### src/rtl/ram_arbiter.sv
// Two-port arbiter in front of a single-port synchronous RAM.
// Bounded-burst round-robin between port A (core) and port B (loader/debug).
module ram_arbiter #(
  parameter int unsigned BURST = 4,
  parameter int unsigned AW    = 16,
  parameter int unsigned DW    = 16
) (
  input  logic          clk,
  input  logic          rst_n,
  input  logic          a_req,
  input  logic          a_we,
  input  logic [AW-1:0] a_addr,
  input  logic [DW-1:0] a_wdata,
  output logic          a_gnt,
  output logic          a_rvalid,
  input  logic          b_req,
  input  logic          b_we,
  input  logic [AW-1:0] b_addr,
  input  logic [DW-1:0] b_wdata,
  output logic          b_gnt,
  output logic          b_rvalid,
  output logic [DW-1:0] rdata,
  output logic [AW-1:0] mem_addr,
  output logic [DW-1:0] mem_din,
  output logic          mem_we,
  input  logic [DW-1:0] mem_dout
);

  localparam int unsigned CW = $clog2(BURST + 1);

  typedef enum logic [1:0] {
    IDLE  = 2'd0,
    A_OWN = 2'd1,
    B_OWN = 2'd2
  } state_t;

  state_t        r_state;
  state_t        w_state_nxt;
  logic [CW-1:0] r_cnt;
  logic [CW-1:0] w_cnt_nxt;
  logic [CW-1:0] w_cnt_inc;
  logic          w_room;
  logic          r_last;     // 0: A served last, 1: B served last
  logic          r_rd_v;
  logic          r_rd_who;   // 0: A, 1: B
  logic          w_gnt_a;
  logic          w_gnt_b;

  assign w_room    = (r_cnt < CW'(BURST));
  assign w_cnt_inc = (r_cnt == CW'(BURST)) ? r_cnt : r_cnt + CW'(1);

  // Arbitration: owner keeps the RAM while under budget or uncontested.
  always_comb begin
    w_gnt_a = 1'b0;
    w_gnt_b = 1'b0;
    case (r_state)
      IDLE: begin
        if (a_req && b_req) begin
          w_gnt_a = r_last;
          w_gnt_b = ~r_last;
        end else begin
          w_gnt_a = a_req;
          w_gnt_b = b_req;
        end
      end
      A_OWN: begin
        if (a_req && (w_room || !b_req)) w_gnt_a = 1'b1;
        else if (b_req)                  w_gnt_b = 1'b1;
      end
      B_OWN: begin
        if (b_req && (w_room || !a_req)) w_gnt_b = 1'b1;
        else if (a_req)                  w_gnt_a = 1'b1;
      end
      default: begin
        w_gnt_a = 1'b0;
        w_gnt_b = 1'b0;
      end
    endcase
  end

  // Next ownership and burst count.
  always_comb begin
    w_state_nxt = IDLE;
    w_cnt_nxt   = '0;
    if (w_gnt_a) begin
      w_state_nxt = A_OWN;
      w_cnt_nxt   = (r_state == A_OWN) ? w_cnt_inc : CW'(1);
    end else if (w_gnt_b) begin
      w_state_nxt = B_OWN;
      w_cnt_nxt   = (r_state == B_OWN) ? w_cnt_inc : CW'(1);
    end
  end

  always_ff @(posedge clk or negedge rst_n) begin
    if (!rst_n) begin
      r_state  <= IDLE;
      r_cnt    <= '0;
      r_last   <= 1'b1;
      r_rd_v   <= 1'b0;
      r_rd_who <= 1'b0;
    end else begin
      r_state  <= w_state_nxt;
      r_cnt    <= w_cnt_nxt;
      if (w_gnt_a || w_gnt_b) r_last <= w_gnt_b;
      r_rd_v   <= (w_gnt_a && !a_we) || (w_gnt_b && !b_we);
      r_rd_who <= w_gnt_b;
    end
  end

  // Grants are suppressed while reset is held so the RAM sees no access.
  assign a_gnt = w_gnt_a & rst_n;
  assign b_gnt = w_gnt_b & rst_n;

  always_comb begin
    mem_addr = '0;
    mem_din  = '0;
    mem_we   = 1'b0;
    if (a_gnt) begin
      mem_addr = a_addr;
      mem_din  = a_wdata;
      mem_we   = a_we;
    end else if (b_gnt) begin
      mem_addr = b_addr;
      mem_din  = b_wdata;
      mem_we   = b_we;
    end
  end

  assign a_rvalid = r_rd_v & ~r_rd_who;
  assign b_rvalid = r_rd_v &  r_rd_who;
  assign rdata    = mem_dout;

endmodule

### config.mk
export PLATFORM = sky130hd
export DESIGN_NAME = ram_arbiter
export DESIGN_NICKNAME = d
export VERILOG_FILES = /design/src/rtl/ram_arbiter.sv
export SDC_FILE = /design/constraint.sdc
export NUM_CORES = 1
export LEC_CHECK = 0
export ABC_AREA = 1
export BUFFER_PORTS_ARGS = -buffer_cell sky130_fd_sc_hd__clkbuf_2
export CORE_MARGIN = 4
export CORE_UTILIZATION = 38
export CTS_CLUSTER_DIAMETER = 80
export DETAILED_ROUTE_END_ITERATION = 16
export GPL_ROUTABILITY_DRIVEN = 0
export GPL_TIMING_DRIVEN = 0
export PLACE_DENSITY_LB_ADDON = 0.25
export SYNTH_ARGS = -nofsm -noshare
export SYNTH_HDL_FRONTEND = slang
export SYNTH_SLANG_ARGS = --single-unit
### constraint.sdc
create_clock -name clk -period 2.6 [get_ports clk]
set_clock_uncertainty 0.15 [all_clocks]
set_input_delay 0.78 -clock clk [delete_from_list [all_inputs] [get_ports clk]]
set_output_delay 0.78 -clock clk [all_outputs]
set_load 0.01 [all_outputs]
## Word level (Yosys, flattened, before mapping)

Index checks and enable logic that the tools add are counted.
Widths: inputs -> output; s select.

| storage, ports and cells | value |
|---|---|
| output and inout bits | 53 |
| bits in latches | 0 |
| memories | 0 |
| bits in writable memories | 0 |
| input port bits | 86 |
| ROM bits | 0 |
| logic and storage cells | 53 |
| bits in registers | 8 |

| cells by class | value |
|---|---|
| shift operators | 0 |
| $add $sub $neg | 1 |
| order comparisons | 1 |
| multiply operators | 0 |
| muxes and demuxes | 23 |
| eq/ne operators | 3 |
| reduce and logical (&&, ||, !) cells | 14 |
| bitwise operators | 6 |
| divide/modulo/power cells | 0 |

Operator list:

| cell | number |
|---|---|
| $mux 16 | 4 |
| $mux 3 | 5 |
| $mux 1 | 10 |
| $pmux 1 s3 | 2 |
| $logic_and 1x1->1 | 5 |
| $and 1x1->1 | 4 |
| $logic_not 1->1 | 4 |
| $logic_or 1x1->1 | 4 |
| $mux 2 | 2 |
| $add 3x1->3 const B | 1 |
| $eq 3x3->1 const B | 1 |
| $lt 3x3->1 const B | 1 |
| $eq 2x1->1 const B | 1 |
| $eq 2x2->1 const B | 1 |
| $logic_not 2->1 | 1 |
| $not 1->1 | 2 |

## Longest topological paths before layout

Gate-level depths: netlist (run 1).

| depth | value |
|---|---|
| word-level depth | 8 |
| mapped depth | 7 |
| mapped depth without buffers | 7 |

## Least setup slack after synthesis (run 1)

Ideal clock, no wire load.

| timing | value |
|---|---|
| kind | input to output |
| start | in b_req |
| end | out mem_addr[0] |
| data arrival time | 1.461 ns |
| setup slack | 0.209 ns |
| data required time | 1.670 ns |
| cell stages on the path | 4 |
| cell sequence | a21boi_2 > buf_2 > nand4_1 > nand2_1 |

| between the ends | value |
|---|---|
| longest elaborated chain between the ends | 8 |
| elaborated cells on any way between the ends | 18 |

Ends and longest elaborated chain:

| element | line | source |
|---|---|---|
| start, declared | 16 | `input logic b_req,` |
| $logic_not 1->1 | 67 | `if (a_req && (w_room \|\| !b_req)) w_gnt_a = 1'b1;` |
| $logic_or 1x1->1 | 67 |  |
| $logic_and 1x1->1 | 67 |  |
| $mux 1 | 67 |  |
| $pmux 1 s3 | 56 | `case (r_state)` |
| $and 1x1->1 | 112 | `assign b_gnt = w_gnt_b & rst_n;` |
| $mux 16 | 122 | `end else if (b_gnt) begin` |
| $mux 16 (*) | 118 | `if (a_gnt) begin` |
| end, declared | 23 | `output logic [AW-1:0] mem_addr,` |

Every way passes the cells marked *; elsewhere a longest branch is shown, timed or not.

## Final worst setup path (run 1)

| timing | value |
|---|---|
| start | in b_req |
| end | out mem_we |

| between the ends | value |
|---|---|
| longest elaborated chain between the ends | 8 |
| elaborated cells on any way between the ends | 18 |

Ends and longest elaborated chain:

| element | line | source |
|---|---|---|
| $logic_not 1->1 | 67 |  |
| $logic_or 1x1->1 | 67 |  |
| $logic_and 1x1->1 | 67 |  |
| $mux 1 | 67 |  |
| $pmux 1 s3 | 56 |  |
| $and 1x1->1 | 112 |  |
| $mux 1 | 122 |  |
| $mux 1 (*) | 118 |  |
| end, declared | 25 | `output logic mem_we,` |

Marked as above.

==> reports/results.md, run 1 <==
| Group | Parameter | This run |
|---|---|---|
| status | Outcome | finished, violations left |
| status | Failing checks | negative setup slack |
| place | Placement Cell Area | 1950 um2 |
| layout | Filler Cell Count | 273 |
| clock tree | Number of buffers created by CTS | 3 |
| grt | Largest net degree at the start of global routing | 13 |
| clock tree | Total number of H-tree levels | 1 |
| timing | Fmax | 0.383 GHz |
| detailed routing | Post-detailed-route DRC marker count | 0 |
| timing | Summed negative setup slack over all endpoints | -0.0215 ns |
| detailed routing | Post-route ant nets | 0 |
| timing | Final worst path period need | 2.61 ns |
| timing | Unrepaired setup endpoints after global routing | true |
| pwr | Peak supply drop | 0.000499 V |
| detailed routing | Detailed-route wire length per cell | 14.1 um |
| grt | Antenna violations before repair | 0 |
| clock tree | Maximum count of clock buffers along a single path | 2 |
| floorplan | Number of placement rows | 20 |
| synth | Post-synth cell types | 22 |
| layout | Share of cells above drive strength 1 | 58.2% |
| layout | Commonest cells after routing, fill and taps aside | sky130_fd_sc_hd__clkbuf_2, sky130_fd_sc_hd__nand4_1, sky130_fd_sc_hd__nand2_1, sky130_fd_sc_hd__buf_4, sky130_fd_sc_hd__buf_2 |
| setup path | Critical path arrival | 1.68 ns |
| timing | Worst slew margin relative to its limit | 85.9% |
| synth | Post-synthesis instance area | 1280 um2 |
| timing | Least-Margin Pin Slew | 0.211 ns |
| setup path | Class of the most critical setup path | input pin to primary output |
| clock tree | Root buffer cell | sky130_fd_sc_hd__clkbuf_4 |
| timing | Final Cycle Share | 101% |
| layout | Leading cell type in the layout, fill and taps excluded | sky130_fd_sc_hd__clkbuf_2 |
| grt | Via count of the first global-routing pass | 1872 |
| synth | Number of synthesis warnings | 0 |
| detailed routing | Total number of vias | 2032 |
| clock tree | TritonCTS clock tree | done |
| worst hold path | Hold Path Class | input pin to async pin |
| setup path | CP Max Fanout | 6 |
| place | Final HPWL DP | 3790 um |
| setup path | Required time at the worst-slack endpoint | 1.67 ns |
| setup path | Depth of the worst register-to-register path | 7 |
| synth | Share of synthesized area occupied by flip-flops and latches | 15.7% |
| place | IO buf count | 122 |
| layout | Antenna diodes | 0 |
| grt | First-pass GRT wire length | 8000 um |
| floorplan | Starting Density | 41.0% |
| layout | Post-route core utilization | 74.4% |
| detailed routing | Drt total wl | 5530 um |
| synth | Post-synthesis net count | 290 |
| timing | Final setup viols | 2 |
| setup path | Kind of end point of the critical path | primary output |
| clock tree | # clock sinks | 8 |
| clock tree | Worst-path clk slew | 0.06 ns |
| clock tree | Insertion delay to the later sink of the worst-skew pair | 0.25 ns |
| place | Minimum setup slack after placement | -0.372 ns |
| floorplan | Die width | 66.1 um |
| synth | Synthesized netlist cell count | 202 |
| pwr | Standby leakage power | 1.42 nW |
| detailed routing | Number of DRC markers after the initial detailed-route iteration | 145 |
| layout | Final instance area | 2330 um2 |
| detailed routing | Avg Vias per Cell | 5.20 |
| floorplan | Overall die area | 4370 um2 |
| floorplan | Num ports | 139 |
| layout | Layout Area Growth over Synthesis | 81.4% |
| layout | Multi-input combinational cell area | 882 um2 |
| layout | Sequential standard cell area | 205 um2 |
| clock tree | Hold-fix buffers at CTS | 0 |
| detailed routing | First-pass DRT Iterations | 8 |
| floorplan | Vertical extent of the die | 66.1 um |
| synth | Number of flip-flops and latches in the synthesized netlist | 8 |
| pwr | Power per unit of standard cell area | 875 nW/um2 |
| setup path | Crit path launch type | input pin |
| layout | Nets | 436 |
| grt | Total Routing Usage GR | 22.3% |
| run | Maxcap violations | 0 |
| timing | Fin worst setup slack | -0.0141 ns |
| timing | Final hold vios | 0 |
| grt | GRT Residual Overflow | 0 |
| synth | Average footprint of a synthesized cell | 6.35 um2 |
| floorplan | Core Box Area | 3130 um2 |
| timing | Final Slew Violations | 0 |
repair_timing:
action | 4_1_cts | 5_1_grt
hold endpoints to repair | 0 | 0
gates cloned | 7 | 4
pin swaps | 3 | 24
setup buffers | 6 | 2
endpoints found under the setup margin | 35 | 35
gates resized for setup | 39 | 50
state kept, by name, indices dropped and copies added (netlist names):
register,cells
r_state,2
r_last,1
r_rd_v,1
r_rd_who,1
r_cnt,3
cell families (layout without fill, tap and decap cells):
family,count (synthesis),in the layout,share of synthesized area [%]
buffers and inverters,50,193,23.4
adder cells (fa/ha/maj),2,2,1.95
flip-flops,8,8,15.7
AO/OA/AOI/OAI,6,6,2.93
AND/OR/NAND/NOR,136,138,56.0
worst paths after layout:
| check | startpoint | slack [ns] | end |
|---|---|---|---|
| min in group clk | r_last | 0.33 | r_last |
| max in group asynchronous | rst_n | 1.87 | r_last |
| max reg2reg | r_state[1] | 1.15 | r_rd_v |
| max | b_req | -0.01 | mem_we |
| min reg2reg | r_last | 0.33 | r_last |
| min | rst_n | 0.20 | r_rd_who |
cell usage after synthesis:
cell                       number  area [um2]
sky130_fd_sc_hd__o21ai_1        2        10.0
sky130_fd_sc_hd__buf_6          6        67.6
sky130_fd_sc_hd__nand2_2        2        12.5
sky130_fd_sc_hd__dfstp_2        1        26.3
sky130_fd_sc_hd__a31oi_1        1        6.26
sky130_fd_sc_hd__dfrtp_1        7         175
sky130_fd_sc_hd__inv_1         12        45.0
sky130_fd_sc_hd__nand4_1       66         413
sky130_fd_sc_hd__a21boi_2       1        11.3
sky130_fd_sc_hd__nand3_1        6        30.0
sky130_fd_sc_hd__ha_1           2        25.0
sky130_fd_sc_hd__inv_2          2        7.51
sky130_fd_sc_hd__buf_4         16         120
sky130_fd_sc_hd__a21oi_1        1        5.00
sky130_fd_sc_hd__nor2_2         1        6.26
sky130_fd_sc_hd__nor2_1         9        33.8
sky130_fd_sc_hd__nand2_1       50         188
sky130_fd_sc_hd__buf_1          3        11.3
sky130_fd_sc_hd__o21ai_0        1        5.00
sky130_fd_sc_hd__clkbuf_1       5        18.8
sky130_fd_sc_hd__buf_2          6        30.0
sky130_fd_sc_hd__nand3_4        2        35.0
through the flow:
step                power [mW]  hold WS (ns)  std cells
CTS                       1.79         0.228        385
global placement          1.45         0.316        368
floorplan                 1.09         0.300        202
global route              2.19         0.202        391
detailed placement        1.46         0.324        368
finish                    2.04         0.201        391
critical path, stage by stage:
cell and delay (ns):
sky130_fd_sc_hd__buf_12 0.09, sky130_fd_sc_hd__a21boi_4 0.21, sky130_fd_sc_hd__buf_6 0.16, sky130_fd_sc_hd__buf_4 0.12, sky130_fd_sc_hd__nand4_1 0.10, sky130_fd_sc_hd__nand2_1 0.09
sky130_fd_sc_hd__buf_2 0.13
per-layer routing:
metal | vias up | GRT usage (%) | routed length [um]
met4 | 0 | 3.30 | 51
met5 | - | 0 | 0
li1 | 1004 | - | -
met2 | 121 | 43.5 | 2850
met1 | 901 | 24.5 | 2000
met3 | 6 | 4.93 | 631
final cells by class:
class	count	share of cell area, %
sequential	8	8.82
buffer	36	12.8
clock buffer	4	1.13
tap	44	2.37
timing repair buffer	139	34.7
inverter	14	2.26
multi-input combinational	146	37.9
power breakdown:
part           switching, mW  leakage (nW)  internal [mW]
clock                 0.0415        0.0150         0.0587
combinational          0.900          1.31          0.776
sequential            0.0727        0.0971          0.187
No activity file was read; power rests on OpenSTA's default activity.
==> inputs of run 2 (changes only) <==
Settings changed: ABC_AREA 1 to 0, CORE_UTILIZATION 38 to 36.
==> reports/results.md, run 2 <==
| Group | Parameter | This run | Delta |
|---|---|---|---|
| synth | Number of flip-flops and latches in the synthesized netlist | 8 | unchanged |
| setup path | R2r setup slk | 0.81 ns | -0.34 ns |
| status | Failing checks | negative setup slack |  |
| floorplan | Starting Density | 38.4% | -2.6 points |
| synth | Synthesized netlist cell count | 181 | -10% |
| clock tree | Number of buffers created by CTS | 3 | unchanged |
| timing | Final hold vios | 0 | unchanged |
| synth | Number of flops mapped to enable cells by yosys | 0 | unchanged |
| setup path | Crit path launch type | register |  |
| setup path | Crit. Startpoint | r_cnt[2] |  |
| run | Maxcap violations | 0 | unchanged |
| detailed routing | First-pass DRT Iterations | 4 | -4 |
| place | Minimum setup slack after placement | -0.517 ns | -0.145 ns |
| setup path | Kind of end point of the critical path | primary output |  |
| synth | Most used standard cells in the synthesized netlist | sky130_fd_sc_hd__nand2_1, sky130_fd_sc_hd__o22ai_1, sky130_fd_sc_hd__buf_4 |  |
| layout | Share of cells above drive strength 1 | 66.1% | +7.9 points |
| pwr | Power per unit of standard cell area | 362 nW/um2 | -59% |
| synth | Most common cell in the netlist | sky130_fd_sc_hd__nand2_1 |  |
| grt | Via count of the first global-routing pass | 1733 | -7.4% |
| timing | Fin worst setup slack | -0.210 ns | -0.196 ns |
| layout | Regs by FF count | r_cnt: 3 flops, r_state: 2 flops |  |
| clock tree | TritonCTS clock tree | done |  |
| pwr | Peak supply drop | 0.000161 V | -68% |
| timing | Final Slew Violations | 0 | unchanged |
| layout | Multi-input combinational cell area | 916 um2 | +3.8% |
| floorplan | Core Box Area | 3100 um2 | -0.80% |
| clock tree | Total number of H-tree levels | 1 | unchanged |
| detailed routing | Avg Vias per Cell | 4.88 | -6.1% |
| grt | Largest net degree at the start of global routing | 13 | unchanged |
| setup path | Class of the most critical setup path | register to primary output |  |
| layout | Antenna diodes | 0 | unchanged |
| synth | Post-synthesis net count | 269 | -7.2% |
| timing | Final setup viols | 35 | +33 |
| setup path | CP Max Fanout | 7 | +1 |
| place | Final HPWL DP | 3860 um | +1.8% |
| synth | Cell type contributing the most total cell area after synthesis | sky130_fd_sc_hd__nand2_1 |  |
| detailed routing | Post-route ant nets | 0 | unchanged |
| detailed routing | Total number of vias | 1771 | -13% |
| layout | Most flops, register | r_cnt |  |
| grt | First-pass GRT wire length | 7650 um | -4.3% |
| layout | Commonest cells after routing, fill and taps aside | sky130_fd_sc_hd__clkbuf_2, sky130_fd_sc_hd__nand2_1, sky130_fd_sc_hd__o22ai_2, sky130_fd_sc_hd__buf_2, sky130_fd_sc_hd__buf_4 |  |
| timing | Least-Margin Pin Slew | 0.380 ns | +0.168 ns |
| layout | Nets | 408 | -6.4% |
| floorplan | Num ports | 139 | unchanged |
| layout | Leading cell type in the layout, fill and taps excluded | sky130_fd_sc_hd__clkbuf_2 |  |
| detailed routing | Drt total wl | 5220 um | -5.7% |
| synth | Yosys top cell area share | 22.4% | -9.8 points |
| floorplan | Die width | 65.6 um | -0.82% |
| pwr | Standby leakage power | 1.25 nW | -12% |
| synth | Main synth FF type | sky130_fd_sc_hd__dfrtp_1 |  |
| detailed routing | Post-detailed-route DRC marker count | 0 | unchanged |
| clock tree | Insertion delay to the later sink of the worst-skew pair | 0.26 ns | about the same |
| status | Outcome | finished, violations left |  |
| synth | Number of synthesis warnings | 0 | unchanged |
| timing | Worst slew margin relative to its limit | 74.7% | -11 points |
| setup path | Critical Path End | mem_din[2] |  |
| layout | Flip-flop count of the largest register after layout | 3 | unchanged |
| layout | Sequential standard cell area | 205 um2 | unchanged |
| clock tree | Root buffer cell | sky130_fd_sc_hd__clkbuf_4 |  |
| clock tree | Worst-path clk slew | 0.06 ns | about the same |
| worst hold path | Hold Path Class | input pin to async pin |  |
| floorplan | Overall die area | 4300 um2 | -1.6% |
| grt | GRT Residual Overflow | 0 | unchanged |
| detailed routing | Detailed-route wire length per cell | 14.4 um | +1.6% |
| setup path | Depth of the worst register-to-register path | 7 | unchanged |
| synth | Post-synthesis instance area | 1190 um2 | -7.0% |
| setup path | Launch instance of the worst register-to-register path | r_last |  |
| timing | Summed negative setup slack over all endpoints | -6.42 ns | -6.40 ns |
| clock tree | # clock sinks | 8 | unchanged |
| detailed routing | Number of DRC markers after the initial detailed-route iteration | 64 | -56% |
| setup path | Critical path arrival | 1.88 ns | +0.20 ns |
| synth | Synth async-reset ratio | 100% | unchanged |
| synth | Post-synth cell types | 29 | +32% |
| synth | Cell types occupying the most area after synthesis | sky130_fd_sc_hd__nand2_1, sky130_fd_sc_hd__dfrtp_1, sky130_fd_sc_hd__o22ai_1, sky130_fd_sc_hd__buf_4, sky130_fd_sc_hd__o22ai_2 |  |
| clock tree | Hold-fix buffers at CTS | 0 | unchanged |
| timing | Fmax | 0.356 GHz | -7.0% |
| layout | Layout Area Growth over Synthesis | 86.8% |  |
| layout | Filler Cell Count | 276 | +1.1% |
| floorplan | Number of placement rows | 20 | unchanged |
| timing | Final Cycle Share | 108% | +7.5 points |
| grt | Antenna violations before repair | 0 | unchanged |
| clock tree | Maximum count of clock buffers along a single path | 2 | unchanged |
| timing | Unrepaired setup endpoints after global routing | true |  |
| setup path | Required time at the worst-slack endpoint | 1.67 ns | about the same |
| place | IO buf count | 122 | unchanged |
| setup path | Endpoint of the most critical register-to-register path | r_last |  |
| synth | Average footprint of a synthesized cell | 6.59 um2 | +3.8% |
| timing | Final worst path period need | 2.81 ns | +0.196 ns |
| floorplan | Vertical extent of the die | 65.6 um | -0.82% |
| grt | Total Routing Usage GR | 22.3% | about the same |
| synth | Share of synthesized area occupied by flip-flops and latches | 16.9% | +1.2 points |
-- run 2: where the power goes --
group	switching, mW	total (mW)	internal [mW]
sequential	0.0186	0.166	0.147
combinational	0.266	0.536	0.270
clock	0.0452	0.104	0.0589
-- run 2: cell families (layout without fill, tap and decap cells) --
group / after synthesis / after routing / synth area share (%)
AND/OR/NAND/NOR: 85 / 86 / 29.7
multiplexers: 1 / 1 / 1.26
AO/OA/AOI/OAI: 45 / 45 / 29.1
flip-flops: 8 / 8 / 16.9
adder cells (fa/ha/maj): 2 / 2 / 2.10
buffers and inverters: 40 / 177 / 21.0
-- run 2: worst min path at each step --
stage                to  depth (start not counted)
3_5_place_dp     r_last                          2
6_report       r_cnt[2]                          1
5_1_grt        r_cnt[2]                          1
4_1_cts        r_cnt[2]                          1
3_3_place_gp     r_last                          2
2_1_floorplan  r_cnt[0]                          0
-- run 2: final cells by class --
cell class | count | area share, %
Clock buffer | 4 | 1.18
Timing Repair Buffer | 135 | 34.0
Sequential cell | 8 | 9.21
Inverter | 8 | 1.35
Multi-Input combinational cell | 134 | 41.1
Buffer | 30 | 10.6
Tap cell | 44 | 2.47
-- run 2: worst max-delay path, cell delays in order, from the launching register on --
cell                      delay (ns)
sky130_fd_sc_hd__dfrtp_2        0.43
sky130_fd_sc_hd__mux2_4         0.32
sky130_fd_sc_hd__o21ai_4        0.19
sky130_fd_sc_hd__nand3_4        0.18
sky130_fd_sc_hd__buf_6          0.19
sky130_fd_sc_hd__o22ai_2        0.13
sky130_fd_sc_hd__buf_2          0.16
-- run 2: metal layers --
layer | vias up | wire length (um) | global-route usage (%)
met2 | 70 | 2830 | 40.5
met5 | - | 0 | 0
met3 | 9 | 484 | 8.03
met1 | 810 | 1830 | 23.8
li1 | 882 | - | -
met4 | 0 | 70 | 6.99
-- run 2: timing repair --
action / 4_1_cts / 5_1_grt
buffers inserted: 7 / 3
endpoints found under the setup margin: 35 / 35
gates cloned: 2 / 2
endpoints found under the hold margin: 0 / 0
gates resized for setup: 23 / 71
pin swaps: 7 / 32
-- run 2: metrics by stage --
stage / hold WS [ns] / std cells / cell area (um2) / util (%) / power, mW
finish: 0.217 / 363 / 2230 / 71.8 / 0.806
global route: 0.226 / 363 / 2230 / 71.8 / 0.860
CTS: 0.214 / 360 / 2040 / 65.7 / 0.738
detailed placement: 0.378 / 347 / 1860 / 59.9 / 0.577
global placement: 0.366 / 347 / 1860 / 59.9 / 0.574
floorplan: 0.334 / 181 / 1190 / - / 0.416
==> inputs of run 3 (changes only) <==
Settings changed: CORE_UTILIZATION 36 to 30, REMOVE_ABC_BUFFERS set to 1, SLEW_MARGIN set to 0.
Clock period 2.6 ns to 2.4 ns, I/O delays scaled along.
==> reports/results.md, run 3 (synthesis results as in run 2) <==
| Group | Parameter | This run | Delta |
|---|---|---|---|
| floorplan | Die width | 71.0 um | +8.4% |
| timing | Fmax | 0.365 GHz |  |
| timing | Final Cycle Share | 114% |  |
| pwr | Clock share of power | 18.8% | +5.9 points |
| floorplan | Vertical extent of the die | 71.0 um | +8.4% |
| setup path | Critical path arrival | 1.87 ns | about the same |
| layout | Post-route insts no fill | 327 | -9.9% |
| place | Final HPWL DP | 3120 um | -19% |
| grt | Largest net degree at the start of global routing | 76 | +63 |
| layout | Antenna diodes | 0 | unchanged |
| timing | Summed negative setup slack over all endpoints | -10.62 ns | -4.19 ns |
| status | Outcome | finished, violations left |  |
| floorplan | Number of placement rows | 22 | +10% |
| timing | Final Slew Violations | 0 | unchanged |
| detailed routing | First-pass DRT Iterations | 4 | unchanged |
| timing | Final worst path period need | 2.74 ns |  |
| setup path | Kind of end point of the critical path | primary output |  |
| setup path | Launch instance of the worst register-to-register path | r_state[1] |  |
| pwr | Combinational power share | 60.9% | -5.6 points |
| pwr | Standby leakage power | 1.08 nW | -13% |
| grt | Total Routing Usage GR | 17.2% | -5.1 points |
| layout | Layout Area Growth over Synthesis | 71.9% |  |
| floorplan | Core Box Area | 3740 um2 | +21% |
| grt | Antenna violations before repair | 0 | unchanged |
| pwr | Share of total power consumed by net switching | 39.0% | -1.9 points |
| timing | Least-Margin Pin Slew | 0.432 ns | +0.0524 ns |
| layout | Sequential standard cell area | 205 um2 | unchanged |
| floorplan | Overall die area | 5050 um2 | +17% |
| layout | Nets | 368 | -9.8% |
| detailed routing | Drt total wl | 4580 um | -12% |
| timing | Unrepaired setup endpoints after global routing | true |  |
| clock tree | Number of buffers created by CTS | 3 | unchanged |
| clock tree | Worst-path clk slew | 0.04 ns | -0.02 ns |
| layout | Most flops, register | r_cnt |  |
| layout | Flip-flop count of the largest register after layout | 3 | unchanged |
| layout | Commonest cells after routing, fill and taps aside | sky130_fd_sc_hd__clkbuf_2, sky130_fd_sc_hd__nand2_1, sky130_fd_sc_hd__o22ai_2, sky130_fd_sc_hd__o22ai_1, sky130_fd_sc_hd__buf_4 |  |
| detailed routing | Avg Vias per Cell | 4.89 | +0.17% |
| layout | Regs by FF count | r_cnt: 3 flops, r_state: 2 flops |  |
| layout | Share of cells above drive strength 1 | 58.4% | -7.7 points |
| timing | Fin worst setup slack | -0.339 ns | -0.129 ns |
| detailed routing | Total number of vias | 1598 | -9.8% |
| clock tree | Insertion delay to the later sink of the worst-skew pair | 0.23 ns | -0.03 ns |
| setup path | Required time at the worst-slack endpoint | 1.53 ns | -0.14 ns |
| pwr | Internal power contribution | 0.551 mW | +16% |
| clock tree | Root buffer cell | sky130_fd_sc_hd__clkbuf_8 |  |
| clock tree | TritonCTS clock tree | done |  |
| timing | Worst slew margin relative to its limit | 71.2% | -3.5 points |
| detailed routing | Post-detailed-route DRC marker count | 0 | unchanged |
| pwr | Power per unit of standard cell area | 440 nW/um2 | +22% |
| setup path | Class of the most critical setup path | register to primary output |  |
| grt | First-pass GRT wire length | 6960 um | -9.0% |
| place | IO buf count | 106 | -13% |
| clock tree | # clock sinks | 8 | unchanged |
| layout | Leading cell type in the layout, fill and taps excluded | sky130_fd_sc_hd__clkbuf_2 |  |
| detailed routing | Number of DRC markers after the initial detailed-route iteration | 48 | -25% |
| timing | Final setup viols | 35 | unchanged |
| worst hold path | Hold Path Class | input pin to async pin |  |
| pwr | Portion of total power attributed to sequential cells | 20.3% | -0.3 points |
| grt | Via count of the first global-routing pass | 1555 | -10% |
| grt | GRT Residual Overflow | 0 | unchanged |
| setup path | Crit path launch type | register |  |
| setup path | Crit. Startpoint | r_last |  |
| detailed routing | Detailed-route wire length per cell | 14.0 um | -2.5% |
| detailed routing | Post-route ant nets | 0 | unchanged |
| pwr | Design Power | 0.903 mW | +12% |
| clock tree | Total number of H-tree levels | 1 | unchanged |
| pwr | Peak supply drop | 0.000191 V | +19% |
| setup path | CP Max Fanout | 7 | unchanged |
| floorplan | Starting Density | 31.9% | -6.6 points |
| timing | Final hold vios | 0 | unchanged |
| status | Failing checks | negative setup slack |  |
| clock tree | Maximum count of clock buffers along a single path | 2 | unchanged |
| layout | Multi-input combinational cell area | 930 um2 | +1.5% |
| floorplan | Num ports | 139 | unchanged |
| pwr | Net load switching power | 0.352 mW | +6.8% |
| place | Number of placed instances with taps included | 307 | -12% |
| run | Maxcap violations | 0 | unchanged |
| layout | Filler Cell Count | 388 | +41% |
run 3: layout make-up:
cell class | instances | share of cell area, %
inverters | 8 | 1.47
multi-input cells | 137 | 45.4
well taps | 48 | 2.93
clock buffers | 4 | 2.20
repair buffers | 122 | 38.0
flip-flops and latches | 8 | 10.0
run 3: final timing paths:
path                            cells after the start          to  slack (ns)
worst max register to register                      6    r_cnt[0]        0.65
worst max-delay path                                8  mem_din[3]       -0.34
min in group clk                                    2      r_rd_v        0.53
worst min register to register                      4      r_last        0.54
worst min-delay path                                1    r_cnt[2]        0.28
max in group asynchronous                           1      r_last        1.45
run 3: power groups by stage:
stage | clock (mW) | combinational, mW | sequential (mW)
6_report | 0.169 | 0.550 | 0.183
5_1_grt | 0.184 | 0.597 | 0.186
4_1_cts | 0.176 | 0.521 | 0.183
3_5_place_dp | 0 | 0.386 | 0.181
3_3_place_gp | 0 | 0.375 | 0.180
2_1_floorplan | 0 | 0.211 | 0.176
run 3: routing by layer:
metal | GRT usage, % | vias up | part of all wire [%]
met4 | 5.01 | 0 | 1.4
met5 | 6.06 | - | 0
met1 | 18.2 | 700 | 38
li1 | - | 805 | -
met2 | 27.8 | 85 | 47
met3 | 10.8 | 8 | 14
run 3: worst max-delay path, cell delays in order (launching register included):
cell,delay (ns)
sky130_fd_sc_hd__dfstp_2,0.54
sky130_fd_sc_hd__inv_2,0.04
sky130_fd_sc_hd__o211a_1,0.20
sky130_fd_sc_hd__o211ai_1,0.23
sky130_fd_sc_hd__buf_4,0.18
sky130_fd_sc_hd__buf_8,0.12
sky130_fd_sc_hd__buf_6,0.13
sky130_fd_sc_hd__o22ai_1,0.07
sky130_fd_sc_hd__clkbuf_2,0.13
run 3: stage by stage:
step	util (%)	hold slack [ns]	worst slack [ns]	cell area (um2)
detailed placement	42.6	0.368	-0.689	1600
CTS	52.5	0.293	-0.309	1970
global placement	41.7	0.359	-2.27	1560
finish	54.7	0.280	-0.339	2050
floorplan	-	0.274	-1.20	972
global route	54.7	0.305	-0.433	2050
run 3: timing repair:
item | CTS | global route
pin swaps | 32 | 0
gates cloned | 5 | 0
hold buffers | 0 | 0
setup endpoints to repair | 35 | 35
hold endpoints to repair | 0 | 0
gates resized for setup | 33 | 20
setup buffers | 10 | 1
